$ cat src/rtl/clock_pkg.sv
// clock_pkg: shared constants for the clock/timer counter family.
// Provides the standard moduli for seconds, minutes, hours and centiseconds.
// Also provides the BCD digit width and an elaboration-time width helper.
package clock_pkg;

  localparam int MOD_SEC   = 60;
  localparam int MOD_MIN   = 60;
  localparam int MOD_HOUR  = 24;
  localparam int MOD_CENTI = 100;
  localparam int BCD_W     = 4;

  // Largest value a counter of the given width can hold.
  function automatic int max_for_width(input int width);
    return (2 ** width) - 1;
  endfunction

endpackage

$ cat src/rtl/mod_counter_bin2bcd.sv
// mod_counter_bin2bcd: combinational binary (0..99) to two BCD digits.
// The tens digit is found by comparing against multiples of ten.
// The units digit is the remainder after removing tens*10.
module mod_counter_bin2bcd
  import clock_pkg::*;
#(
  parameter int WIDTH = 7
) (
  input  logic [WIDTH-1:0] bin,
  output logic [BCD_W-1:0] tens,
  output logic [BCD_W-1:0] units
);

  int bin_i;
  int tens_i;

  // Pick the largest multiple of ten not exceeding the input, then take the remainder.
  always_comb begin
    bin_i  = int'(bin);
    tens_i = 0;
    for (int t = 1; t < 10; t++) begin
      if (bin_i >= t * 10) tens_i = t;
    end
    tens  = BCD_W'(tens_i);
    units = BCD_W'(bin_i - tens_i * 10);
  end

endmodule

$ cat src/rtl/mod_counter.sv
// mod_counter: modulo-N counter with preset, BCD outputs and wrap pulses.
// Optional feature macro: MOD_COUNTER_DOWN_EN adds the 'up' direction port
// and down counting with borrow_out; without it the counter only counts up
// and borrow_out is tied low.
// Priority each cycle: rst, then load, then en, then hold. carry_out,
// borrow_out and load_err are single-cycle pulses aligned with the cnt
// update they describe, so carry_out can drive the en of the next stage.
module mod_counter
  import clock_pkg::*;
#(
  parameter int MODULUS = MOD_SEC,
  parameter int WIDTH   = 7
) (
  input  logic             clk100hz,
  input  logic             rst,
  input  logic             en,
  input  logic             load,
  input  logic [WIDTH-1:0] load_val,
`ifdef MOD_COUNTER_DOWN_EN
  input  logic             up,
`endif
  output logic [WIDTH-1:0] cnt,
  output logic [BCD_W-1:0] bcd_tens,
  output logic [BCD_W-1:0] bcd_units,
  output logic             carry_out,
  output logic             borrow_out,
  output logic             load_err
);

  // Reject illegal configurations at elaboration.
  if (MODULUS < 2 || MODULUS > 100) begin : g_bad_modulus
    $error("mod_counter: MODULUS must be in 2..100");
  end
  if (max_for_width(WIDTH) < MODULUS - 1) begin : g_bad_width
    $error("mod_counter: WIDTH too small for MODULUS");
  end

  localparam logic [WIDTH-1:0] MAX_CNT = WIDTH'(MODULUS - 1);

  logic             dir_up;
  logic [WIDTH-1:0] cnt_nxt;
  logic             carry_nxt;
  logic             borrow_nxt;
  logic             lerr_nxt;
  logic [BCD_W-1:0] tens_nxt;
  logic [BCD_W-1:0] units_nxt;

`ifdef MOD_COUNTER_DOWN_EN
  assign dir_up = up;
`else
  assign dir_up = 1'b1;
`endif

  // Next-count logic: load wins over en; wrap pulses only on counting steps.
  always_comb begin
    cnt_nxt    = cnt;
    carry_nxt  = 1'b0;
    borrow_nxt = 1'b0;
    lerr_nxt   = 1'b0;
    if (load) begin
      if (load_val <= MAX_CNT) cnt_nxt = load_val;
      else                     lerr_nxt = 1'b1;
    end else if (en) begin
      if (dir_up) begin
        if (cnt >= MAX_CNT) begin
          cnt_nxt   = '0;
          carry_nxt = 1'b1;
        end else begin
          cnt_nxt = cnt + WIDTH'(1);
        end
      end else begin
        if (cnt == '0) begin
          cnt_nxt    = MAX_CNT;
          borrow_nxt = 1'b1;
        end else begin
          cnt_nxt = cnt - WIDTH'(1);
        end
      end
    end
  end

  // BCD digits are derived from the next count so they register alongside cnt.
  mod_counter_bin2bcd #(.WIDTH(WIDTH)) u_bin2bcd (
    .bin   (cnt_nxt),
    .tens  (tens_nxt),
    .units (units_nxt)
  );

  // State register: synchronous reset clears count, digits and all pulses.
  always_ff @(posedge clk100hz) begin
    if (rst) begin
      cnt        <= '0;
      bcd_tens   <= '0;
      bcd_units  <= '0;
      carry_out  <= 1'b0;
      borrow_out <= 1'b0;
      load_err   <= 1'b0;
    end else begin
      cnt        <= cnt_nxt;
      bcd_tens   <= tens_nxt;
      bcd_units  <= units_nxt;
      carry_out  <= carry_nxt;
`ifdef MOD_COUNTER_DOWN_EN
      borrow_out <= borrow_nxt;
`else
      borrow_out <= 1'b0;
`endif
      load_err   <= lerr_nxt;
    end
  end

`ifndef MOD_COUNTER_DOWN_EN
  logic unused_borrow;
  assign unused_borrow = borrow_nxt;
`endif

endmodule

$ cat config.mk
export PLATFORM = sky130hd
export DESIGN_NAME = mod_counter
export DESIGN_NICKNAME = d
export VERILOG_FILES = /design/src/rtl/clock_pkg.sv /design/src/rtl/mod_counter_bin2bcd.sv /design/src/rtl/mod_counter.sv
export SDC_FILE = /design/constraint.sdc
export NUM_CORES = 1
export LEC_CHECK = 0
export ABC_AREA = 1
export CORE_MARGIN = 2
export CORE_UTILIZATION = 35
export CTS_CLUSTER_SIZE = 14
export DETAILED_ROUTE_END_ITERATION = 10
export GPL_ROUTABILITY_DRIVEN = 0
export PLACE_DENSITY = 0.71
export SKIP_LAST_GASP = 1
export SYNTH_ARGS = -nofsm -noshare
export SYNTH_HDL_FRONTEND = slang
export SYNTH_SLANG_ARGS = --single-unit
$ cat constraint.sdc
create_clock -name clk100hz -period 3 [get_ports clk100hz]
set_input_delay 0.45 -clock clk100hz [delete_from_list [all_inputs] [get_ports clk100hz]]
set_output_delay 0.45 -clock clk100hz [all_outputs]
set_load 0.02 [all_outputs]
==> results of run 1 <==
## synthesized netlist by cell type
library cell	number	area share
sky130_fd_sc_hd__a21oi_1	6	0.027
sky130_fd_sc_hd__a21oi_2	1	0.0078
sky130_fd_sc_hd__and2_1	1	0.0056
sky130_fd_sc_hd__buf_4	3	0.020
sky130_fd_sc_hd__buf_6	1	0.010
sky130_fd_sc_hd__clkbuf_1	1	0.0033
sky130_fd_sc_hd__clkinv_2	2	0.0089
sky130_fd_sc_hd__conb_1	1	0.0033
sky130_fd_sc_hd__dfxtp_1	16	0.28
sky130_fd_sc_hd__fa_1	1	0.018
sky130_fd_sc_hd__ha_1	2	0.022
sky130_fd_sc_hd__inv_1	16	0.053
sky130_fd_sc_hd__inv_2	3	0.010
sky130_fd_sc_hd__inv_4	1	0.0056
sky130_fd_sc_hd__nand2_1	42	0.14
sky130_fd_sc_hd__nand2_2	11	0.061
sky130_fd_sc_hd__nand2_4	3	0.030
sky130_fd_sc_hd__nand3_1	11	0.049
sky130_fd_sc_hd__nand3_2	3	0.027
sky130_fd_sc_hd__nand3b_1	3	0.020
sky130_fd_sc_hd__nand4_1	2	0.011
sky130_fd_sc_hd__nor2_1	22	0.073
sky130_fd_sc_hd__nor2_2	3	0.017
sky130_fd_sc_hd__nor2_4	3	0.030
sky130_fd_sc_hd__nor3_1	2	0.0089
sky130_fd_sc_hd__nor3_2	1	0.0089
sky130_fd_sc_hd__o211ai_1	1	0.0067
sky130_fd_sc_hd__o21ai_0	3	0.013
sky130_fd_sc_hd__o21ai_1	1	0.0044
sky130_fd_sc_hd__o22ai_1	1	0.0056
sky130_fd_sc_hd__xnor2_1	1	0.0078
sky130_fd_sc_hd__xor2_1	1	0.0078
## logic make-up after synthesis
family	after synthesis	synth area share
AND/OR/NAND/NOR	107	0.481
buffers and inverters	27	0.111
flip-flops	16	0.284
AO/OA/AOI/OAI	13	0.0644
adder cells (fa/ha/maj)	3	0.0400
XOR/XNOR	2	0.0156
other	1	0.00333
## worst paths after layout
path | to | start | slack, ns | cells after the start
worst max-delay path | bcd_units[3] | load | 0.23 | 22
worst min-delay path | cnt[0] | en | 0.77 | 6
worst max register to register | bcd_units[3] | cnt[3] | 0.24 | 23
worst min register to register | cnt[0] | cnt[0] | 0.78 | 5
## worst register-to-register path, stage by stage (launching register included)
cell and delay (ns):
sky130_fd_sc_hd__dfxtp_1 0.47, sky130_fd_sc_hd__inv_2 0.10, sky130_fd_sc_hd__nor2_4 0.13, sky130_fd_sc_hd__nand2_2 0.07, sky130_fd_sc_hd__nand2_2 0.07, sky130_fd_sc_hd__nand2_4 0.07, sky130_fd_sc_hd__nand2_1 0.08, sky130_fd_sc_hd__nand2_2 0.11
sky130_fd_sc_hd__nand2_2 0.11, sky130_fd_sc_hd__nor2_2 0.04, sky130_fd_sc_hd__nor2_2 0.09, sky130_fd_sc_hd__nand2_1 0.06, sky130_fd_sc_hd__nand2_1 0.05, sky130_fd_sc_hd__nand2_1 0.04, sky130_fd_sc_hd__nand2_1 0.07, sky130_fd_sc_hd__nand2_2 0.06
sky130_fd_sc_hd__nand2_2 0.06, sky130_fd_sc_hd__nand2_1 0.05, sky130_fd_sc_hd__ha_2 0.19, sky130_fd_sc_hd__fa_2 0.40, sky130_fd_sc_hd__xor2_2 0.17, sky130_fd_sc_hd__nand3_2 0.09, sky130_fd_sc_hd__nand2_1 0.06, sky130_fd_sc_hd__nor2_1 0.04
## area by class of cell
type,count,area [sq um]
fill,308,1330
sequential,16,323
timing repair buffer,57,508
clock buffer,4,36.3
multi-input combinational,126,716
inverter,22,88.8
tap,44,55.1
## what timing repair did
action                     4_1_cts  5_1_grt
buffers inserted                 0        4
gates resized for setup          0       20
setup endpoints to repair        0        1
## power breakdown
group,leakage (nW),switching [mW],internal (mW)
combinational,0.684,0.137,0.125
clock,0.0210,0.0728,0.0741
sequential,0.132,0.00948,0.232
## per-stage QoR
step           hold WS [ns]  std cells  area, sq um
2_1_floorplan         0.519        169         1130
3_3_place_gp          0.743        261         1610
3_5_place_dp          0.761        261         1610
4_1_cts               0.787        265         1650
5_1_grt               0.836        269         1730
6_report              0.771        269         1730
## registers in the layout (all words and copies together), names as in the netlist
name,count
carry_out,1
load_err,1
bcd_tens,4
bcd_units,3
cnt,7
## layer usage
metal,part of all wire,up-vias,wire (um),track usage
met2,0.49,24,1330,0.273
li1,-,632,-,-
met4,0.023,0,62,0.0714
met5,0,-,0,0
met1,0.44,563,1200,0.199
met3,0.040,7,109,0.0277
## layout by cell type (no fill, tap or decap), types with 2 or more instances in the layout
cell,synthesis,final
sky130_fd_sc_hd__a21oi_1,6,6
sky130_fd_sc_hd__buf_4,3,30
sky130_fd_sc_hd__clkbuf_4,0,3
sky130_fd_sc_hd__clkdlybuf4s50_1,0,22
sky130_fd_sc_hd__dfxtp_1,16,14
sky130_fd_sc_hd__dfxtp_2,0,2
sky130_fd_sc_hd__dlymetal6s2s_1,0,5
sky130_fd_sc_hd__ha_2,0,2
sky130_fd_sc_hd__inv_1,16,14
sky130_fd_sc_hd__inv_2,3,5
sky130_fd_sc_hd__inv_4,1,2
sky130_fd_sc_hd__nand2_1,42,39
sky130_fd_sc_hd__nand2_2,11,13
sky130_fd_sc_hd__nand2_4,3,4
sky130_fd_sc_hd__nand3_1,11,11
sky130_fd_sc_hd__nand3_2,3,3
sky130_fd_sc_hd__nand3b_1,3,3
sky130_fd_sc_hd__nand4_1,2,2
sky130_fd_sc_hd__nor2_1,22,22
sky130_fd_sc_hd__nor2_2,3,3
sky130_fd_sc_hd__nor2_4,3,3
sky130_fd_sc_hd__nor3_1,2,2
sky130_fd_sc_hd__o21ai_0,3,2
sky130_fd_sc_hd__o21ai_1,1,2
==> load_flow_metrics.sql, run 1 <==
INSERT INTO impl_metrics (metric_group, metric, value, unit) VALUES
('routing', 'drt_drc_violations_left', '0', ''),
('logic_synthesis', 'netlist-cell-type-count', '32', ''),
('die', 'fp.dieH', '60.7', 'um'),
('logic_synthesis', 'synth.yosys.seq_area_share', '0.284', ''),
('run_status', 'run_status', 'finished, final reports clean', ''),
('setup_path', 'cp.required', '3.20', 'ns'),
('cts', 'clock-root-buffer', 'sky130_fd_sc_hd__clkbuf_4', ''),
('sta', 'timing.slew.headroom', '0.644', ''),
('setup_path', 'critical_path_cell_by_cell', 'clkdlybuf4s50_1 -> clkinv_2 -> o21ai_0 -> nor3_2 -> nand2_2 -> nand2_4 -> nand3_1 -> nor2_2 -> nor2_2 -> nand2_1 -> nand2_1 -> nand2_1 -> nand2_1 -> nand2_2 -> nand2_2 -> nand2_1 -> ha_2 -> fa_2 -> xor2_2 -> nand3_2 -> nand2_1 -> nor2_1', ''),
('die', 'die_area', '0.00369', 'sq mm'),
('routing', 'num_vias', '1226', ''),
('die', 'floorplan.die.width', '60.7', 'um'),
('logic_synthesis', 'synth_warnings', '0', ''),
('routing', 'drt-pass1-iter-count', '4', ''),
('setup_path', 'cp_common_cell', 'sky130_fd_sc_hd__nand2_1', ''),
('setup_path', 'cp_max_fo', '5', ''),
('cts', 'cts_hold_bufs', '0', ''),
('finish', 'final_layout_size_suffix_gt1_frac', '0.338', ''),
('logic_synthesis', 'syn_inst', '169', ''),
('die', 'core_region_area', '0.00305', 'sq mm'),
('die', 'design.portCount', '29', ''),
('setup_path', 'arrival_time_of_data_at_the_critical_path_endpoint', '2.98', 'ns'),
('routing', 'drt_iter0_drc', '68', ''),
('sta', 'worst_clock_skew', '0.00674', 'ns'),
('sta', 'finalMaxSlewViolations', '0', ''),
('cts', 'cts.sinks', '16', ''),
('global_route', 'via_count_of_the_first_global_routing_pass', '1075', ''),
('logic_synthesis', 'post_synth_instance_area', '0.00113', 'sq mm'),
('setup_path', 'setup.worst_path.end_class', 'register', ''),
('job', 'drv.max_cap_violation_count', '0', ''),
('min_path', 'hold_class', 'primary input to register', ''),
('placement', 'detailed_place_hpwl', '2090', 'um'),
('finish', 'synthToLayoutAreaGrowth', '53.3', '%'),
('cts', 'insertion_delay', '0.30', 'ns'),
('logic_synthesis', 'synth.ff_latch_count', '16', ''),
('global_route', 'gr-usage-all-layers', '0.161', ''),
('sta', 'worst_slack', '0.227', 'ns'),
('power', 'p_leak', '0.837', 'nW'),
('global_route', 'grt_pass1_wl', '4480', 'um'),
('setup_path', 'critPathLaunchType', 'primary input', ''),
('routing', 'totalWireLength', '2690', 'um'),
('power', 'total_design_power', '0.651', 'mW'),
('finish', 'antenna_cells_inserted', '0', ''),
('setup_path', 'path_buf_inv', '2', ''),
('placement', 'place_worst_setup_slack', '-0.267', 'ns'),
('sta', 'setup_violations', '0', ''),
('routing', 'route.antenna.remaining_nets', '0', ''),
('power', 'cellPowerDensity', '377', 'mW/mm^2'),
('logic_synthesis', 'synthesized_area_per_cell', '6.66', 'sq um'),
('routing', 'route.detailed.vias_per_inst', '4.56', ''),
('sta', 'transition_time_of_the_tightest_slew_check_pin', '0.532', 'ns'),
('logic_synthesis', 'syn_nets', '183', ''),
('sta', 'period_share', '0.924', ''),
('sta', 'max_clock_freq', '0.361', 'GHz'),
('cts', 'tritoncts_buffers', '3', ''),
('setup_path', 'critical_path.slowest_cell', 'sky130_fd_sc_hd__clkdlybuf4s50_1', ''),
('sta', 'fin_crit', '2.77', 'ns'),
('global_route', 'antenna_found_initial', '0', ''),
('finish', 'final_nets', '240', ''),
('cts', 'cts.clk_slew.worst_paths', '0.10', 'ns'),
('sta', 'summed_negative_setup_slack_over_all_endpoints', '0', 'ns'),
('routing', 'wl_per_cell', '10.0', 'um'),
('placement', 'buffer_ports.inserted', '27', ''),
('setup_path', 'critical_path.max_stage_delay', '0.50', 'ns'),
('setup_path', 'timing.critical_path.max_delay_family', 'simple AND/OR/NAND/NOR gates', ''),
('global_route', 'grt_max_degree', '16', ''),
('cts', 'htree_levels', '1', ''),
('cts', 'cts.path.max_buffers', '2', ''),
('die', 'initial_utilization', '0.369', ''),
('cts', 'cts_tree', 'done', ''),
('setup_path', 'setup.worst_path.class', 'primary input to register', ''),
('finish', 'final_util', '0.566', ''),
('die', 'floorplan.rows', '20', ''),
('global_route', 'grt.overflow.total', '0', ''),
('sta', 'final-hold-violation-count', '0', ''),
('power', 'worst_ir_drop_vdd', '0.000237', 'V');
(Power assumes the default switching activity.)
==> inputs of run 2 (changes only) <==
==> constraint.sdc (replaced) <==
create_clock -name clk100hz -period 3.5 [get_ports clk100hz]
set_input_delay 0.525 -clock clk100hz [delete_from_list [all_inputs] [get_ports clk100hz]]
set_output_delay 0.525 -clock clk100hz [all_outputs]
set_load 0.02 [all_outputs]
==> run 2 against run 1 <==
  * Wire length down 8.7%
  * Core utilization fell by 7.6 points
  * Sequential share of layout area grew 2.7 points
==> load_flow_metrics.sql, run 2 (synthesized netlist as in run 1, its figures left out) <==
INSERT INTO impl_metrics (metric_group, metric, value, unit) VALUES
('run_status', 'run_status', 'finished, final reports clean', ''),
('finish', 'synthToLayoutAreaGrowth', '32.8', '%'),
('sta', 'worst_clock_skew', '0.00253', 'ns'),
('sta', 'max_clock_freq', '0.321', 'GHz'),
('setup_path', 'critical_path.max_stage_delay', '0.58', 'ns'),
('die', 'floorplan.rows', '20', ''),
('sta', 'finalMaxSlewViolations', '0', ''),
('die', 'fp.dieH', '60.7', 'um'),
('sta', 'summed_negative_setup_slack_over_all_endpoints', '0', 'ns'),
('global_route', 'gr-usage-all-layers', '0.151', ''),
('power', 'p_leak', '0.678', 'nW'),
('global_route', 'antenna_found_initial', '0', ''),
('routing', 'wl_per_cell', '10.0', 'um'),
('sta', 'fin_crit', '3.12', 'ns'),
('routing', 'num_vias', '1098', ''),
('finish', 'finalNonFillerCells', '245', ''),
('die', 'core_region_area', '0.00305', 'sq mm'),
('power', 'total_design_power', '0.521', 'mW'),
('die', 'design.portCount', '29', ''),
('routing', 'drt-pass1-iter-count', '4', ''),
('routing', 'drt_iter0_drc', '49', ''),
('cts', 'cts_tree', 'done', ''),
('cts', 'htree_levels', '1', ''),
('finish', 'final_nets', '216', ''),
('sta', 'final-hold-violation-count', '0', ''),
('die', 'floorplan.die.width', '60.7', 'um'),
('sta', 'rsz0062_at_grt', 'no', ''),
('placement', 'buffer_ports.inserted', '27', ''),
('cts', 'clock-root-buffer', 'sky130_fd_sc_hd__clkbuf_4', ''),
('cts', 'post-cts-setup-buffers', '0', ''),
('die', 'initial_utilization', '0.369', ''),
('cts', 'cts.path.max_buffers', '2', ''),
('finish', 'registers.top_by_ff_count', 'cnt', ''),
('global_route', 'grt_pass1_wl', '4240', 'um'),
('sta', 'period_share', '0.891', ''),
('routing', 'route.antenna.remaining_nets', '0', ''),
('setup_path', 'arrival_time_of_data_at_the_critical_path_endpoint', '3.31', 'ns'),
('cts', 'tritoncts_buffers', '3', ''),
('global_route', 'grt_max_degree', '16', ''),
('power', 'worst_ir_drop_vdd', '0.000156', 'V'),
('routing', 'route.detailed.vias_per_inst', '4.48', ''),
('finish', 'biggestRegsByFlops', 'cnt x7, bcd_tens x4, bcd_units x3', ''),
('sta', 'transition_time_of_the_tightest_slew_check_pin', '0.530', 'ns'),
('setup_path', 'cp_common_cell', 'sky130_fd_sc_hd__nand2_1', ''),
('cts', 'insertion_delay', '0.29', 'ns'),
('setup_path', 'setup.worst_path.end_class', 'register', ''),
('setup_path', 'critPathLaunchType', 'primary input', ''),
('finish', 'final_layout_size_suffix_gt1_frac', '0.204', ''),
('setup_path', 'critical_path.slowest_cell', 'sky130_fd_sc_hd__clkdlybuf4s50_1', ''),
('finish', 'layout_commonest_cell', 'sky130_fd_sc_hd__nand2_1', ''),
('global_route', 'grt.overflow.total', '0', ''),
('setup_path', 'setup.worst_path.class', 'primary input to register', ''),
('cts', 'post_cts_resize_count', '0', ''),
('sta', 'worst_slack', '0.382', 'ns'),
('min_path', 'hold_class', 'register to register', ''),
('die', 'die_area', '0.00369', 'sq mm'),
('cts', 'cts_hold_bufs', '0', ''),
('placement', 'place_worst_setup_slack', '0.108', 'ns'),
('finish', 'antenna_cells_inserted', '0', ''),
('finish', 'mostFrequentLayoutCells', 'sky130_fd_sc_hd__nand2_1, sky130_fd_sc_hd__clkdlybuf4s50_1, sky130_fd_sc_hd__nor2_1', ''),
('finish', 'final_util', '0.490', ''),
('setup_path', 'cp.required', '3.69', 'ns'),
('sta', 'setup_violations', '0', ''),
('routing', 'totalWireLength', '2460', 'um'),
('cts', 'cts.clk_slew.worst_paths', '0.09', 'ns'),
('sta', 'timing.slew.headroom', '0.645', ''),
('job', 'drv.max_cap_violation_count', '0', ''),
('placement', 'detailed_place_hpwl', '2000', 'um'),
('setup_path', 'cp_max_fo', '5', ''),
('cts', 'cts.sinks', '16', ''),
('placement', 'dpl.cell_count', '241', ''),
('power', 'cellPowerDensity', '348', 'mW/mm^2'),
('routing', 'drt_drc_violations_left', '0', ''),
('global_route', 'via_count_of_the_first_global_routing_pass', '1017', ''),
('setup_path', 'critical_path_cell_by_cell', 'clkdlybuf4s50_1 -> nand2_2 -> nor2_4 -> nand2_1 -> nand2_1 -> nand3_2 -> nand2_4 -> inv_1 -> nand2_1 -> nor2_1 -> nor2_1 -> nand2_1 -> nand2_1 -> nand2_2 -> nand2_2 -> nand2_1 -> ha_1 -> fa_1 -> xor2_1 -> nand3_2 -> nand2_1 -> nor2_1', ''),
('finish', 'largest_register_ff_count', '7', '');
## run 2: changes by cell type in the layout (fill, tap and decap cells not counted), moves of 3 or more
| cell | delta |
|---|---|
| sky130_fd_sc_hd__clkdlybuf4s50_1 | +5 |
| sky130_fd_sc_hd__buf_4 | -24 |
| sky130_fd_sc_hd__dlymetal6s2s_1 | -5 |
| sky130_fd_sc_hd__nand2_1 | +3 |
## run 2: final timing paths
check	startpoint	endpoint	slack [ns]	cells after the start
max reg2reg	cnt[0]	bcd_units[3]	0.55	26
min reg2reg	cnt[6]	carry_out	0.69	4
min	cnt[6]	carry_out	0.69	4
max	en	bcd_units[3]	0.38	22
## run 2: final cells by class
| class | count | area, sq um |
|---|---|---|
| clock buffer | 4 | 36.3 |
| fill | 335 | 1560 |
| inverter | 22 | 87.6 |
| multi-input combinational | 126 | 681 |
| sequential | 16 | 320 |
| tap | 44 | 55.1 |
| timing repair buffer | 33 | 315 |
## run 2: where the power goes
group / total (mW) / switching [mW] / internal [mW]
logic: 0.190 / 0.105 / 0.0852
registers: 0.209 / 0.00986 / 0.199
clock network: 0.122 / 0.0585 / 0.0634
## run 2: critical path: cells and delay by family
family / cells / cell delay (ns)
AND/OR/NAND/NOR: 17 / 1.35
buffers and inverters: 2 / 0.67
XOR/XNOR: 1 / 0.23
adder cells (fa/ha/maj): 2 / 0.56
## run 2: metal layers
metal	wire [um]	part of all wire	GRT usage	up-vias
li1	-	-	-	588
met4	23	0.0094	0.0373	0
met1	1160	0.47	0.188	488
met5	0	0	0	-
met3	63	0.026	0.0320	2
met2	1210	0.49	0.264	20
## run 2: per-stage QoR
step	instance area [sq um]	hold WS, ns
2_1_floorplan	1130	0.594
3_3_place_gp	1460	0.668
3_5_place_dp	1460	0.685
4_1_cts	1500	0.696
5_1_grt	1500	0.745
6_report	1500	0.691
==> inputs of run 3 (changes only) <==
--- a/config.mk
+++ b/config.mk
@@ -11,7 +11,7 @@
 export CTS_CLUSTER_SIZE = 14
 export DETAILED_ROUTE_END_ITERATION = 10
 export GPL_ROUTABILITY_DRIVEN = 0
-export PLACE_DENSITY = 0.71
+export PLACE_DENSITY_LB_ADDON = 0.15
 export SKIP_LAST_GASP = 1
 export SYNTH_ARGS = -nofsm -noshare
 export SYNTH_HDL_FRONTEND = slang
==> run 3 against run 2 <==
  * Register-to-register slack lost 0.04 ns
  * Die area stayed put
  * Hold slack worse by 0.0035 ns
  * Sequential share of layout area up 0.65 points
  * Critical path type unchanged
  * Critical endpoint unchanged
==> load_flow_metrics.sql, run 3 (synthesized netlist as in run 1, its figures left out) <==
INSERT INTO impl_metrics (metric_group, metric, value, unit) VALUES
('run_status', 'run_status', 'finished, final reports clean', ''),
('routing', 'num_vias', '1091', ''),
('finish', 'largest_register_ff_count', '7', ''),
('setup_path', 'setup.worst_path.class', 'primary input to register', ''),
('setup_path', 'cp.required', '3.68', 'ns'),
('setup_path', 'setup.worst_path.end_class', 'register', ''),
('sta', 'holdWs', '0.687', 'ns'),
('setup_path', 'timing.rr.end', 'bcd_units[3]', ''),
('placement', 'dpl.cell_count', '237', ''),
('die', 'floorplan.die.width', '60.7', 'um'),
('sta', 'finalMaxSlewViolations', '0', ''),
('die', 'floorplan.rows', '20', ''),
('global_route', 'gr-usage-all-layers', '0.160', ''),
('sta', 'timing.slew.headroom', '0.618', ''),
('setup_path', 'worst-r2r-setup-slack', '0.51', 'ns'),
('finish', 'finalNonFillerCells', '240', ''),
('routing', 'drt_iter0_drc', '53', ''),
('routing', 'drt-pass1-iter-count', '4', ''),
('die', 'core_region_area', '0.00305', 'sq mm'),
('cts', 'clock-root-buffer', 'sky130_fd_sc_hd__clkbuf_4', ''),
('global_route', 'antenna_found_initial', '0', ''),
('min_path', 'hold_start', 'cnt[6]', ''),
('finish', 'multi_input_gate_area_in_the_final_layout', '681', 'sq um'),
('cts', 'cts_hold_bufs', '0', ''),
('sta', 'fin_crit', '3.19', 'ns'),
('finish', 'final_nets', '212', ''),
('power', 'cellPowerDensity', '337', 'mW/mm^2'),
('sta', 'transition_time_of_the_tightest_slew_check_pin', '0.571', 'ns'),
('die', 'fp.dieH', '60.7', 'um'),
('placement', 'buffer_ports.inserted', '27', ''),
('sta', 'final-hold-violation-count', '0', ''),
('setup_path', 'critPathLaunchType', 'primary input', ''),
('routing', 'wl_per_cell', '10.9', 'um'),
('global_route', 'grt_max_degree', '16', ''),
('cts', 'cts.sinks', '16', ''),
('min_path', 'min_delay_path_depth', '4', ''),
('finish', 'antenna_cells_inserted', '0', ''),
('cts', 'cts.path.max_buffers', '2', ''),
('cts', 'cts_tree', 'done', ''),
('finish', 'synthToLayoutAreaGrowth', '28.9', '%'),
('finish', 'filler_cell_count', '328', ''),
('routing', 'drt_drc_violations_left', '0', ''),
('global_route', 'grt.overflow.total', '0', ''),
('global_route', 'grt_pass1_wl', '4440', 'um'),
('placement', 'detailed_place_hpwl', '2130', 'um'),
('sta', 'worst_clock_skew', '0.00132', 'ns'),
('finish', 'mostFrequentLayoutCells', 'sky130_fd_sc_hd__nand2_1, sky130_fd_sc_hd__clkdlybuf4s50_1, sky130_fd_sc_hd__nor2_1', ''),
('sta', 'rsz0062_at_grt', 'no', ''),
('min_path', 'hold_class', 'register to register', ''),
('finish', 'registers.top_by_ff_count', 'cnt', ''),
('routing', 'totalWireLength', '2620', 'um'),
('setup_path', 'cp_max_fo', '8', ''),
('cts', 'post_cts_resize_count', '0', ''),
('routing', 'route.detailed.vias_per_inst', '4.55', ''),
('cts', 'post-cts-setup-buffers', '0', ''),
('die', 'die_area', '0.00369', 'sq mm'),
('setup_path', 'timing.reg2reg.worst_path_depth', '22', ''),
('placement', 'detailed_place.area', '0.00143', 'sq mm'),
('die', 'initial_utilization', '0.369', ''),
('finish', 'final_layout_size_suffix_gt1_frac', '0.184', ''),
('cts', 'tritoncts_buffers', '3', ''),
('global_route', 'via_count_of_the_first_global_routing_pass', '1007', ''),
('finish', 'biggestRegsByFlops', 'cnt x7, bcd_tens x4, bcd_units x3', ''),
('sta', 'summed_negative_setup_slack_over_all_endpoints', '0', 'ns'),
('finish', 'stdcell_area', '0.00145', 'sq mm'),
('sta', 'setup_violations', '0', ''),
('cts', 'cts.clk_slew.worst_paths', '0.08', 'ns'),
('finish', 'seqCellArea', '320', 'sq um'),
('routing', 'route.antenna.remaining_nets', '0', ''),
('setup_path', 'arrival_time_of_data_at_the_critical_path_endpoint', '3.36', 'ns'),
('sta', 'period_share', '0.910', ''),
('cts', 'htree_levels', '1', ''),
('finish', 'layout_commonest_cell', 'sky130_fd_sc_hd__nand2_1', ''),
('power', 'worst_ir_drop_vdd', '0.000158', 'V'),
('min_path', 'whs_endpoint', 'carry_out', ''),
('job', 'drv.max_cap_violation_count', '0', ''),
('cts', 'insertion_delay', '0.28', 'ns'),
('die', 'design.portCount', '29', ''),
('setup_path', 'worst_r2r_startpoint', 'cnt[0]', ''),
('power', 'p_leak', '0.653', 'nW'),
('sta', 'max_clock_freq', '0.314', 'GHz');
-- run 3: cell count changes in the layout (fill, tap and decap cells not counted), sizes merged --
cell	change
buf	-4
clkbuf	-1
-- run 3: per-stage QoR --
step,total power [mW],util,setup slack (ns)
final,0.489,0.475,0.314
after global routing,0.524,0.475,0.0216
after CTS,0.495,0.475,0.344
after detailed placement,0.402,0.468,0.0461
after global placement,0.400,0.468,0.142
after floorplan,0.336,-,0.655
-- run 3: metal layers --
metal / vias to the layer above / part of all wire / global-route usage / wire length (um)
met5: - / 0 / 0 / 0
met4: 0 / 0.0088 / 0.0342 / 23
met3: 5 / 0.043 / 0.0426 / 112
met2: 25 / 0.47 / 0.264 / 1240
met1: 484 / 0.48 / 0.210 / 1250
li1: 577 / - / - / -
-- run 3: how the worst max path moves through the flow --
| stage | from | to | slack [ns] | cells past startpoint |
|---|---|---|---|---|
| 3_5_place_dp | load_val[5] | bcd_units[3] | 0.05 | 26 |
| 4_1_cts | load_val[5] | bcd_units[3] | 0.34 | 26 |
| 3_3_place_gp | load_val[5] | bcd_units[3] | 0.14 | 22 |
| 6_report | load_val[5] | bcd_units[3] | 0.31 | 23 |
| 5_1_grt | load_val[3] | bcd_units[3] | 0.02 | 23 |
| 2_1_floorplan | cnt[0] | bcd_units[3] | 0.66 | 24 |
-- run 3: area by class of cell --
type | count | area share
sequential | 16 | 0.221
clock buffer | 3 | 0.0155
inverter | 22 | 0.0603
tap | 44 | 0.0379
multi-input combinational | 126 | 0.469
timing repair buffer | 29 | 0.197
-- run 3: worst max-delay path, cell delays in order --
cell                              delay [ns]
sky130_fd_sc_hd__clkdlybuf4s50_1        0.43
sky130_fd_sc_hd__nand2_1                0.08
sky130_fd_sc_hd__inv_1                  0.04
sky130_fd_sc_hd__nand2_1                0.12
sky130_fd_sc_hd__nand2_2                0.14
sky130_fd_sc_hd__nand3_1                0.10
sky130_fd_sc_hd__nand2_1                0.07
sky130_fd_sc_hd__inv_1                  0.18
sky130_fd_sc_hd__nand3_1                0.14
sky130_fd_sc_hd__nor2_2                 0.14
sky130_fd_sc_hd__nand2_1                0.06
sky130_fd_sc_hd__nand2_1                0.05
sky130_fd_sc_hd__nand2_1                0.05
sky130_fd_sc_hd__nand2_1                0.07
sky130_fd_sc_hd__nand2_2                0.06
sky130_fd_sc_hd__nand2_2                0.08
sky130_fd_sc_hd__nand2_1                0.07
sky130_fd_sc_hd__ha_1                   0.19
sky130_fd_sc_hd__fa_1                   0.37
sky130_fd_sc_hd__xor2_1                 0.23
sky130_fd_sc_hd__nand3_2                0.09
sky130_fd_sc_hd__nand2_1                0.06
sky130_fd_sc_hd__nor2_1                 0.04
-- run 3: power by group --
part	switching [mW]	internal [mW]	total, mW
registers	0.0103	0.199	0.209
logic	0.107	0.0809	0.188
clock network	0.0514	0.0399	0.0913
total	0.169	0.320	0.489
